[config.mk]
export PLATFORM = sky130hd
export DESIGN_NAME = disc_param_ctrl_flat
export DESIGN_NICKNAME = d
export VERILOG_FILES = /design/src/rtl/disc_param_if.sv /design/src/rtl/disc_param_ctrl.sv /design/src/flat_wrapper.sv
export SDC_FILE = /design/constraint.sdc
export NUM_CORES = 1
export LEC_CHECK = 0
export CELL_PAD_IN_SITES_DETAIL_PLACEMENT = 1
export CELL_PAD_IN_SITES_GLOBAL_PLACEMENT = 2
export CORE_MARGIN = 2
export CORE_UTILIZATION = 35
export DETAILED_ROUTE_END_ITERATION = 16
export GPL_ROUTABILITY_DRIVEN = 0
export PLACE_DENSITY_LB_ADDON = 0.1
export SLEW_MARGIN = 20
export SYNTH_ARGS = -nofsm -noshare
export SYNTH_HDL_FRONTEND = slang
export SYNTH_SLANG_ARGS = --single-unit
[constraint.sdc]
create_clock -name sys_clk -period 4.8 [get_ports sys_clk]
set_input_delay 0.96 -clock sys_clk [delete_from_list [all_inputs] [get_ports sys_clk]]
set_output_delay 0.96 -clock sys_clk [all_outputs]
set_load 0.1 [all_outputs]
[src/rtl/disc_param_if.sv]
// disc_param_if: button/frame inputs and committed disc parameters of disc_param_ctrl
interface disc_param_if;
  logic       btn_c;
  logic       btn_u;
  logic       btn_d;
  logic       btn_l;
  logic       btn_r;
  logic       frame_start;
  logic [9:0] disc_x;
  logic [9:0] disc_y;
  logic [7:0] disc_r;
  logic [11:0] disc_color;
  logic [1:0] mode;
  logic       pending;
  modport master (output btn_c, btn_u, btn_d, btn_l, btn_r, frame_start,
                  input disc_x, disc_y, disc_r, disc_color, mode, pending);
  modport slave (input btn_c, btn_u, btn_d, btn_l, btn_r, frame_start,
                 output disc_x, disc_y, disc_r, disc_color, mode, pending);
endinterface

[src/rtl/disc_param_ctrl.sv]
// disc_param_ctrl: button-edited shadow disc parameters, committed atomically at frame start
module disc_param_ctrl #(
  parameter int H_RES  = 640,
  parameter int V_RES  = 480,
  parameter int STEP   = 4,
  parameter int R_MIN  = 8,
  parameter int R_MAX  = 120,
  parameter int R_INIT = 32
) (
  input  logic sys_clk,
  input  logic rst_n,
  disc_param_if.slave bus
);
  typedef enum logic [1:0] {POS = 2'd0, RAD = 2'd1, COL = 2'd2} mode_t;
  localparam logic signed [10:0] S11  = 11'(STEP);
  localparam logic signed [10:0] XMAX = 11'(H_RES - 1);
  localparam logic signed [10:0] YMAX = 11'(V_RES - 1);
  localparam logic [8:0] S9    = 9'(STEP);
  localparam logic [8:0] RMIN9 = 9'(R_MIN);
  localparam logic [8:0] RMAX9 = 9'(R_MAX);
  localparam logic [9:0] X0 = 10'(H_RES / 2);
  localparam logic [9:0] Y0 = 10'(V_RES / 2);
  localparam logic [7:0] R0 = 8'(R_INIT);
  localparam logic [11:0] PAL [8] = '{12'hFFF, 12'hF00, 12'h0F0, 12'h00F,
                                      12'hFF0, 12'h0FF, 12'hF0F, 12'h888};
  mode_t mode_q, mode_d;
  logic [9:0] sh_x_q, sh_x_d, sh_y_q, sh_y_d, dx_q, dy_q;
  logic [7:0] sh_r_q, sh_r_d, dr_q;
  logic [2:0] pal_q, pal_d, dpal_q;
  logic pend_q, pend_d, changed;
  logic signed [10:0] x_lo, x_hi, y_lo, y_hi;
  logic [8:0] r_hi, r_lo;
  logic [9:0] x_dn, x_up, y_dn, y_up;
  logic [7:0] r_up, r_dn;
  // signed 11-bit steps so a decrement below zero saturates rather than wraps
  always_comb begin
    x_lo = $signed({1'b0, sh_x_q}) - S11;
    x_hi = $signed({1'b0, sh_x_q}) + S11;
    y_lo = $signed({1'b0, sh_y_q}) - S11;
    y_hi = $signed({1'b0, sh_y_q}) + S11;
    r_hi = {1'b0, sh_r_q} + S9;
    r_lo = {1'b0, sh_r_q} - S9;
    x_dn = x_lo < 0 ? '0 : x_lo[9:0];
    x_up = x_hi > XMAX ? XMAX[9:0] : x_hi[9:0];
    y_dn = y_lo < 0 ? '0 : y_lo[9:0];
    y_up = y_hi > YMAX ? YMAX[9:0] : y_hi[9:0];
    r_up = r_hi > RMAX9 ? RMAX9[7:0] : r_hi[7:0];
    r_dn = {1'b0, sh_r_q} < RMIN9 + S9 ? RMIN9[7:0] : r_lo[7:0];
  end
  always_comb begin
    mode_d = mode_q;
    sh_x_d = sh_x_q;
    sh_y_d = sh_y_q;
    sh_r_d = sh_r_q;
    pal_d  = pal_q;
    if (bus.btn_c) mode_d = mode_q == POS ? RAD : mode_q == RAD ? COL : POS;
    else if (bus.btn_u) begin
      sh_y_d = mode_q == POS ? y_dn : sh_y_q;
      sh_r_d = mode_q == RAD ? r_up : sh_r_q;
      pal_d  = mode_q == COL ? pal_q + 3'd1 : pal_q;
    end else if (bus.btn_d) begin
      sh_y_d = mode_q == POS ? y_up : sh_y_q;
      sh_r_d = mode_q == RAD ? r_dn : sh_r_q;
      pal_d  = mode_q == COL ? pal_q - 3'd1 : pal_q;
    end else if (bus.btn_l) sh_x_d = mode_q == POS ? x_dn : sh_x_q;
    else if (bus.btn_r) sh_x_d = mode_q == POS ? x_up : sh_x_q;
    changed = {sh_x_d, sh_y_d, sh_r_d, pal_d} != {sh_x_q, sh_y_q, sh_r_q, pal_q};
    pend_d = bus.frame_start ? changed : pend_q | changed;
  end
  always_ff @(posedge sys_clk or negedge rst_n) begin
    if (!rst_n) begin
      mode_q <= POS;
      sh_x_q <= X0;
      sh_y_q <= Y0;
      sh_r_q <= R0;
      pal_q  <= '0;
      dx_q   <= X0;
      dy_q   <= Y0;
      dr_q   <= R0;
      dpal_q <= '0;
      pend_q <= 1'b0;
    end else begin
      mode_q <= mode_d;
      sh_x_q <= sh_x_d;
      sh_y_q <= sh_y_d;
      sh_r_q <= sh_r_d;
      pal_q  <= pal_d;
      pend_q <= pend_d;
      if (bus.frame_start) begin
        dx_q   <= sh_x_q;
        dy_q   <= sh_y_q;
        dr_q   <= sh_r_q;
        dpal_q <= pal_q;
      end
    end
  end
  assign bus.disc_x     = dx_q;
  assign bus.disc_y     = dy_q;
  assign bus.disc_r     = dr_q;
  assign bus.disc_color = PAL[dpal_q];
  assign bus.mode       = mode_q;
  assign bus.pending    = pend_q;
endmodule

[src/flat_wrapper.sv]
// flat-port wrapper written by rule: the top's interface ports become plain ports
module disc_param_ctrl_flat 
#(
  parameter int H_RES  = 640,
  parameter int V_RES  = 480,
  parameter int STEP   = 4,
  parameter int R_MIN  = 8,
  parameter int R_MAX  = 120,
  parameter int R_INIT = 32
)
  (sys_clk, rst_n, bus_btn_c, bus_btn_u, bus_btn_d, bus_btn_l, bus_btn_r, bus_frame_start, bus_disc_x, bus_disc_y, bus_disc_r, bus_disc_color, bus_mode, bus_pending);
  disc_param_if bus_i ();
  input  logic sys_clk;
  input  logic rst_n;
  input wire logic [$bits(bus_i.btn_c)-1:0] bus_btn_c;
  input wire logic [$bits(bus_i.btn_u)-1:0] bus_btn_u;
  input wire logic [$bits(bus_i.btn_d)-1:0] bus_btn_d;
  input wire logic [$bits(bus_i.btn_l)-1:0] bus_btn_l;
  input wire logic [$bits(bus_i.btn_r)-1:0] bus_btn_r;
  input wire logic [$bits(bus_i.frame_start)-1:0] bus_frame_start;
  output wire logic [$bits(bus_i.disc_x)-1:0] bus_disc_x;
  output wire logic [$bits(bus_i.disc_y)-1:0] bus_disc_y;
  output wire logic [$bits(bus_i.disc_r)-1:0] bus_disc_r;
  output wire logic [$bits(bus_i.disc_color)-1:0] bus_disc_color;
  output wire logic [$bits(bus_i.mode)-1:0] bus_mode;
  output wire logic [$bits(bus_i.pending)-1:0] bus_pending;
  assign bus_i.btn_c = bus_btn_c;
  assign bus_i.btn_u = bus_btn_u;
  assign bus_i.btn_d = bus_btn_d;
  assign bus_i.btn_l = bus_btn_l;
  assign bus_i.btn_r = bus_btn_r;
  assign bus_i.frame_start = bus_frame_start;
  assign bus_disc_x = bus_i.disc_x;
  assign bus_disc_y = bus_i.disc_y;
  assign bus_disc_r = bus_i.disc_r;
  assign bus_disc_color = bus_i.disc_color;
  assign bus_mode = bus_i.mode;
  assign bus_pending = bus_i.pending;
  disc_param_ctrl #(.H_RES(H_RES), .V_RES(V_RES), .STEP(STEP), .R_MIN(R_MIN), .R_MAX(R_MAX), .R_INIT(R_INIT)) u_core (.sys_clk(sys_clk), .rst_n(rst_n), .bus(bus_i));
endmodule
== After elaboration in Yosys (flattened, before gate mapping) ==
Memories as Yosys holds them, arrays and structs flattened.
Cells that the tools add are included.

* Flip-flop bits (word level): 65
* Bits in read-only memories: 96
* Bits of input ports: 8
* Output and inout bits: 43
* Logic and storage cells: 65
* Memories: 1

{| class="wikitable"
|+ Memories
! name !! depth !! width !! read ports !! clocked after Yosys merged registers in !! wr ports !! RTL line !! source
|-
| (no name shown) || 8 || 12 || 1 || 0 || 0 || disc_param_ctrl.sv:100 || <nowiki>assign bus.disc_color = PAL[dpal_q];</nowiki>
|}

* Add/subtract/negate cells: 8
* $lt $le $gt $ge: 7
* Eq/ne operators: 3
* Mux-type cells: 33
* Bitwise gates (word level): 2
* Reductions and logical operators: 1

{| class="wikitable"
|+ Operators by type and width
! operator !! number
|-
| two-way mux 10 bit || 16
|-
| two-way mux 8 bit || 7
|-
| inequality test 31 bit || 1
|-
| two-way mux 12 bit || 2
|-
| adder 10 x 3 -> 11 bit, second input constant || 2
|-
| < comparator 11 x 1 -> 1 bit, second input constant || 2
|-
| subtractor 10 x 3 -> 11 bit, second input constant || 2
|-
| two-way mux 3 bit || 5
|-
| greater-than comparator 11 x 10 -> 1 bit, second input constant || 1
|-
| greater-than comparator 11 bit, second input constant || 1
|-
| adder 8 x 3 -> 9 bit, second input constant || 1
|-
| greater-than comparator 9 x 7 -> 1 bit, second input constant || 1
|-
| < comparator 8 x 4 -> 1 bit, second input constant || 1
|-
| subtractor 8 x 3 -> 8 bit, second input constant || 1
|-
| >= comparator 4 bit, second input constant || 1
|-
| two-way mux 2 bit || 2
|-
| NOT 3 -> 4 bit || 1
|-
| adder 3 x 1 -> 3 bit, second input constant || 1
|-
| subtractor 3 x 1 -> 3 bit, second input constant || 1
|-
| == test 2 x 1 -> 1 bit, second input constant || 1
|-
| == test 2 bit, second input constant || 1
|-
| zero test 2 bit || 1
|-
| two-way mux 1 bit || 1
|-
| OR 1 bit || 1
|}

== Logic depth before layout (Yosys ltp) ==
Gate-level depths: netlist of the first run.

* Word-level depth: 12
* Mapped depth: 12

== Worst setup path before layout of the first run ==
OpenSTA, ideal clock, no wires.

* Kind: register -> output
* Start: reg u_core.dpal_q[0]
* End: out bus_disc_color[1]
* Data arrival time: 2915 ps
* Data required time: 3840 ps
* Slack: 925 ps
* Stages on the path, launching flop included: 5
* Cells stage by stage: dfrtp_1 inv_1 ha_1 xnor2_1 buf_4

* Word-level cells in the longest chain between the ends: 4

{| class="wikitable"
|+ RTL lines
! item !! RTL line !! source
|-
| start: declaration || disc_param_ctrl.sv:29 || <nowiki>logic [2:0] pal_q, pal_d, dpal_q;</nowiki>
|-
| start signal: assignment || disc_param_ctrl.sv:93 || <nowiki>dpal_q <= pal_q;</nowiki>
|-
| NOT 3 -> 4 bit (implied by the code) || disc_param_ctrl.sv:100 ||
|-
| memory read (8 x 12 bit) || n/a ||
|-
| two-way mux 12 bit (implied by the code) (2 in series) || disc_param_ctrl.sv:100 ||
|-
| end: declaration || flat_wrapper.sv:24 || <nowiki>output wire logic [$bits(bus_i.disc_color)-1:0] bus_disc_color;</nowiki>
|}

Every way passes these cells. The select of a mux whose other input is x is not followed.

== Worst setup path in the final report of the first run ==
* Start: reg u_core.sh_x_q[3]
* End: reg u_core.pend_q (netlist: u_core.bus.pending)

* Word-level cells in the longest chain between the ends: 12
* Elaborated cells on any way between the ends: 16

{| class="wikitable"
|+ RTL lines
! item !! RTL line !! source
|-
| start: declaration || disc_param_ctrl.sv:27 || <nowiki>logic [9:0] sh_x_q, sh_x_d, sh_y_q, sh_y_d, dx_q, dy_q;</nowiki>
|-
| start signal: assignment || disc_param_ctrl.sv:73 || <nowiki>sh_x_q <= X0;</nowiki>
|-
| start signal: assignment || disc_param_ctrl.sv:84 || <nowiki>sh_x_q <= sh_x_d;</nowiki>
|-
| adder 10 x 3 -> 11 bit || disc_param_ctrl.sv:38 || <nowiki>x_hi = $signed({1'b0, sh_x_q}) + S11;</nowiki>
|-
| greater-than comparator 11 bit || disc_param_ctrl.sv:44 || <nowiki>x_up = x_hi > XMAX ? XMAX[9:0] : x_hi[9:0];</nowiki>
|-
| two-way mux 10 bit || disc_param_ctrl.sv:44 ||
|-
| two-way mux 10 bit (2 in series) || disc_param_ctrl.sv:66 || <nowiki>else if (bus.btn_r) sh_x_d = mode_q == POS ? x_up : sh_x_q;</nowiki>
|-
| two-way mux 10 bit || disc_param_ctrl.sv:65 || <nowiki>end else if (bus.btn_l) sh_x_d = mode_q == POS ? x_dn : sh_x_q;</nowiki>
|-
| two-way mux 10 bit || disc_param_ctrl.sv:61 || <nowiki>end else if (bus.btn_d) begin</nowiki>
|-
| two-way mux 10 bit || disc_param_ctrl.sv:57 || <nowiki>else if (bus.btn_u) begin</nowiki>
|-
| two-way mux 10 bit || disc_param_ctrl.sv:56 || <nowiki>if (bus.btn_c) mode_d = mode_q == POS ? RAD : mode_q == RAD ? COL : POS;</nowiki>
|-
| inequality test 31 bit (*) || disc_param_ctrl.sv:67 || <nowiki>changed = {sh_x_d, sh_y_d, sh_r_d, pal_d} != {sh_x_q, sh_y_q, sh_r_q, pal_q};</nowiki>
|-
| OR 1 bit || disc_param_ctrl.sv:68 || <nowiki>pend_d = bus.frame_start ? changed : pend_q | changed;</nowiki>
|-
| two-way mux 1 bit (*) || disc_param_ctrl.sv:68 ||
|-
| named net u_core.pend_d || disc_param_ctrl.sv:30 || <nowiki>logic pend_q, pend_d, changed;</nowiki>
|-
| end signal: assignment || disc_param_ctrl.sv:88 || <nowiki>pend_q <= pend_d;</nowiki>
|-
| end: declaration || disc_param_ctrl.sv:30 ||
|}

The timed path passes the listed nets; every way through them passes the cells marked *.
A chain may end at the register's enable or synchronous reset.

==> results of run 1 <==
[cells in the mapped netlist (6+ instances only)]
cell,count,share of area [%]
a211oi_1,7,1.0
a21o_1,6,0.86
a21oi_1,41,3.9
a31oi_1,8,0.96
and2_1,7,0.84
buf_2,11,1.1
buf_4,6,0.86
clkbuf_1,45,3.2
dfrtp_1,51,24
dfstp_2,14,7.0
ha_1,14,3.4
inv_1,24,1.7
mux2_2,31,6.7
mux2i_1,8,1.5
nand2_1,55,4.0
nand2b_1,9,1.1
nand3_1,27,2.6
nand4_1,10,1.2
nor2_1,62,4.5
nor2b_1,7,0.84
nor3_1,13,1.2
nor4_1,13,1.6
o211ai_1,8,1.2
o21ai_0,47,4.5
or3_1,8,0.96
or4_1,8,1.2
xnor2_1,9,1.5
[cell families after synthesis]
| kind of cell | Yosys count | share of synthesized area (%) |
|---|---|---|
| AO/OA/AOI/OAI | 183 | 23.7 |
| XOR/XNOR | 13 | 2.18 |
| adder cells (fa/ha/maj) | 14 | 3.36 |
| buffers and inverters | 90 | 7.17 |
| flip-flops | 65 | 31.5 |
| multiplexers | 39 | 8.22 |
| AND/OR/NAND/NOR | 245 | 23.9 |
[registers in the layout (all words and copies together), names as in the netlist]
signal              flops
u_core.bus.disc_r       8
u_core.bus.disc_x      10
u_core.bus.disc_y      10
u_core.bus.mode         2
u_core.bus.pending      1
u_core.dpal_q           3
u_core.pal_q            3
u_core.sh_r_q           8
u_core.sh_x_q          10
u_core.sh_y_q          10
[metrics by stage]
| stage | worst slack, ps | hold slack, ps | instance area (sq um) |
|---|---|---|---|
| after global routing | 629 | 510 | 6140 |
| after detailed placement | 553 | 468 | 5820 |
| after floorplan | 925 | 439 | 5220 |
| after global placement | 623 | 456 | 5820 |
| after CTS | 870 | 480 | 6140 |
| final | 866 | 488 | 6140 |
[cell type report]
cell class	count	area, sq um	share of cell area, %
clock buffers	11	243	3.95
clock inverters	5	78.8	1.28
inverters	24	90.1	1.47
multi-input cells	494	3200	52.1
flip-flops and latches	65	1640	26.8
well taps	184	230	3.75
repair buffers	71	653	10.6
[metal layers]
layer  vias up  wire length, um  track usage, %
li1       2419                -               -
met2       121             9120            40.5
met4         0              338            8.21
met3        30              688            3.53
met5         -                0               0
met1      2624             8530            31.8
[critical path, stage by stage (launching register included)]
cell,delay (ps)
dfrtp_1,550
ha_1,420
nand3b_1,240
or3_1,350
a211oi_1,300
a41oi_1,190
nand3b_1,470
o311a_1,430
o31a_1,330
or4_1,520
[final timing paths]
kind,from,to
setup / recovery,u_core.sh_x_q[3],u_core.bus.pending
hold / removal,u_core.pal_q[2],u_core.pal_q[2]
setup reg to reg,u_core.sh_x_q[3],u_core.bus.pending
hold reg to reg,u_core.pal_q[2],u_core.pal_q[2]
max in group asynchronous,rst_n,u_core.bus.disc_x[6]
min in group asynchronous,rst_n,u_core.bus.mode[1]
==> metrics.txt, run 1 <==
Mapped Cells ~650; HP Class flip-flop to flip-flop; Die Wd 126 um; CTS Buf Count 9; Final Max Slew Viols 0; port bufs 50; Worst Hold Path Cells 1; Core Area 14500 sq um; commonest non-fill, non-tap cells in the layout nor2_1, nand2_1, dfrtp_1; clock sink total 65; syn_area_per_cell 8.04 sq um; Die Area 15900 sq um; Final ANT Viol Nets 0; via/cell ratio 6.08; async set-or-reset flop fraction in the synthesized netlist 100%; die height 126 um; final hold violations 0; Routed WL per cell 21.9 um; # fillers about 1800; status finished, final reports clean; Hold Buf Count CTS 0; CP Launch Type flip-flop; pin count of the biggest net entering global routing 36; FMAX 254 MHz; first-pass GRT wire length 30500 um; Max Buffers Root-to-Sink 2; I/O pin total 51; Setup Crit Path Kind flip-flop to flip-flop; Unique masters post-synth 76; Worst Setup End Kind flip-flop; EDFF count, synth 0; vias after detailed routing 5194; # setup viols final 0; placed insts between 800 and 900; cell area after synthesis 5220 sq um; grt ovf 0; flop2flop setup slack just under 900 ps; initial core utilization a little over a third; Post-Route WL 18700 um; Relative slew margins approximately 34%; post-detail-place hpwl approximately 14000 um; Worst Tran Pin Value 982 ps; Final min period 3930 ps; clock slew at the register clock pins of the worst setup and hold paths 60 ps; commonest non-fill, non-tap cell in the layout nor2_1; period utilization 82.0%; Clock Skew roughly 8.8 ps; fin util between 40% and 50%; final cell count without fillers 854; # rows 44; Req. time, crit path 5020 ps; diode count 0; setup TNS 0 ps; syn nets 671; number of detailed-route iterations in the first pass 5; Setup Fix Bufs, Post-CTS 0; Seq/Total Area, Yosys about a third; reg2reg path depth 9; Clk Latency, worst-skew pair 350 ps; Total GRT Usage between 20% and 30%; Gates resized, CTS repair 0; Layout Nets 687; Max-Cap Viols 0; ys flop type dfrtp_1; Synth warnings 0; flops & latches, synth 65; number of global-route vias before repair 5447; DRT iter0 DRCs 398; RSZ-0062 raised after global routing no; Area growth, synth to finish 17.6%; CTS tree built; initial antenna violation count 0; # H-tree levels 3; CP max FO 14; DRC errors left 0; layout cells sized above 1 13.9%; CTS Root Cell clkbuf_16; crit path DAT 4160 ps
Power of run 1 is left out: the tool's default activity adds up to more than one toggle a clock period on the data nets, which glitch-free logic cannot reach.
==> run 2: changes to the inputs <==
--- a/config.mk
+++ b/config.mk
@@ -8,7 +8,7 @@
 export CELL_PAD_IN_SITES_DETAIL_PLACEMENT = 1
 export CELL_PAD_IN_SITES_GLOBAL_PLACEMENT = 2
 export CORE_MARGIN = 2
-export CORE_UTILIZATION = 35
+export CORE_UTILIZATION = 31
 export DETAILED_ROUTE_END_ITERATION = 16
 export GPL_ROUTABILITY_DRIVEN = 0
 export PLACE_DENSITY_LB_ADDON = 0.1
==> constraint.sdc (replaced) <==
create_clock -name sys_clk -period 3.35 [get_ports sys_clk]
set_input_delay 0.67 -clock sys_clk [delete_from_list [all_inputs] [get_ports sys_clk]]
set_output_delay 0.67 -clock sys_clk [all_outputs]
set_load 0.1 [all_outputs]
==> run 2 against run 1 <==
  * Maximum frequency grew 21%
  * Highest routed layer unchanged
  * Hold slack worse by 49 ps
  * Routed wire length increased by 10%
  * Flip-flop and latch count unchanged
  * Register-to-register slack got worse by 760 ps
  * Sequential share of layout area shrank 3.0 points
==> metrics.txt, run 2 (synthesis gave the netlist of run 1 again) <==
status finished, final reports clean; post-detail-place hpwl 15700 um; first-pass GRT wire length ~33000 um; Finished Cell Area 6930 sq um; Reg-to-Reg Start u_core.sh_x_q[2]; fin worst setup slack roughly 100 ps; final cell count without fillers around 980; Post-Route WL 20600 um; final hold violations 0; FMAX 308 MHz; initial antenna violation count 0; crit path cell chain ha_4, nand3b_1, or3_1, a211oi_2, a41oi_2, nand3b_1, o311a_1, o31a_1, or4_1; diode count 0; layout cells sized above 1 about 33%; vias after detailed routing roughly 5600; Clock Skew 9.15 ps; CTS tree built; Crit. Startpoint u_core.sh_x_q[2]; grt ovf 0; die height between 100 and 150 um; Tot Pwr 7.85 mW; Final min period 3250 ps; crit path DAT 3470 ps; commonest non-fill, non-tap cell in the layout buf_4; Final Max Slew Viols 0; Routed WL per cell 21.0 um; number of detailed-route iterations in the first pass 5; Relative slew margins between 30% and 40%; # H-tree levels 3; hold slack 439 ps; number of global-route vias before repair just under 6000; Hold Buf Count CTS 0; pin count of the biggest net entering global routing 66; CTS Root Cell clkbuf_16; placed insts 962; DP Area 6450 sq um; Leak Pwr roughly 2.9 nW; # rows 47; Layout Nets 780; CTS Buf Count 9; Max-Cap Viols 0; period utilization 97.0%; Req. time, crit path between 3000 and 4000 ps; # setup viols final 0; Worst Tran Pin Value between 900 and 1000 ps; Die Wd 134 um; PD cells ~1100 nW/um^2; Clk Latency, worst-skew pair 350 ps; port bufs 50; delay-heaviest family, CP simple AND/OR/NAND/NOR gates; Critical path buffers and inverters 0; pre-CTS WS -421 ps; fin util 41.9%; Final ANT Viol Nets 0; clock sink total between 60 and 70; CP Launch Type flip-flop; DRC errors left 0; flop2flop setup slack 100 ps; worst vdd ir 0.00129 V; setup TNS 0 ps; Setup Crit Path Kind flip-flop to flip-flop; peak per-stage delay on the critical path 510 ps; Total GRT Usage 23.8%; Critical Path Most Common Cell nand3b_1; HP Class primary input to asynchronous set/reset pin; DRT iter0 DRCs 334; RSZ-0062 raised after global routing yes; Max Buffers Root-to-Sink 2; initial core utilization 31.6%; Area growth, synth to finish 32.8%; Worst Setup End Kind flip-flop; Slowest cell on crit path or4_1; CP max FO 6; clock slew at the register clock pins of the worst setup and hold paths 60 ps; I/O pin total 51; Core Area 16500 sq um; commonest non-fill, non-tap cells in the layout buf_4, nor2_1, nand2_1; via/cell ratio 5.66; Die Area around 18000 sq um
==> run 2: final cells by class <==
class	count	area [sq um]
fill	1998	9590
tap	220	275
multi-input combinational	494	3320
timing repair buffer	164	1280
clock inverter	5	78.8
sequential	65	1650
clock buffer	11	233
inverter	24	90.1
==> run 2: power breakdown <==
group | total [mW] | leakage, nW | internal, mW | switching, mW
Sequential | 1.45 | 0.750 | 1.12 | 0.326
Clock | 1.03 | 0.154 | 0.652 | 0.376
Combinational | 5.38 | 1.96 | 1.66 | 3.71
Total | 7.85 | 2.86 | 3.44 | 4.42
==> run 2: path summary, 6_finish.rpt <==
path                                       to  cells after the start
setup / recovery           u_core.bus.pending                      9
hold / removal               u_core.sh_y_q[2]                      1
setup reg to reg           u_core.bus.pending                      9
hold reg to reg               u_core.pal_q[2]                      1
max in group asynchronous  u_core.bus.mode[0]                      1
min in group sys_clk          u_core.pal_q[2]                      1
==> run 2: what timing repair did <==
| action | CTS | global route |
|---|---|---|
| endpoints found under the setup margin | 1 | 1 |
| endpoints found under the hold margin | 0 | 0 |
| gates resized for setup | 7 | 21 |
| gates cloned | 0 | 0 |
| setup buffers | 0 | 5 |
| pin swaps | 2 | 1 |
==> run 2: layer usage <==
| layer | part of all wire [%] | vias up | global-route usage (%) | wire length (um) |
|---|---|---|---|---|
| met3 | 3.6 | 41 | 3.54 | 741 |
| met1 | 46 | 2783 | 31.9 | 9540 |
| met4 | 2.6 | 0 | 7.98 | 533 |
| met2 | 48 | 137 | 39.5 | 9810 |
| li1 | - | 2601 | - | - |
| met5 | 0 | - | 0 | 0 |
(Power assumes the default switching activity.)
==> run 3: changes to the inputs <==
--- a/config.mk
+++ b/config.mk
@@ -9,6 +9,7 @@
 export CELL_PAD_IN_SITES_GLOBAL_PLACEMENT = 2
 export CORE_MARGIN = 2
 export CORE_UTILIZATION = 31
+export CTS_CLUSTER_SIZE = 30
 export DETAILED_ROUTE_END_ITERATION = 16
 export GPL_ROUTABILITY_DRIVEN = 0
 export PLACE_DENSITY_LB_ADDON = 0.1
==> results of run 3 <==
Same layout as run 2: the final DEF is identical, and so are final timing and power.
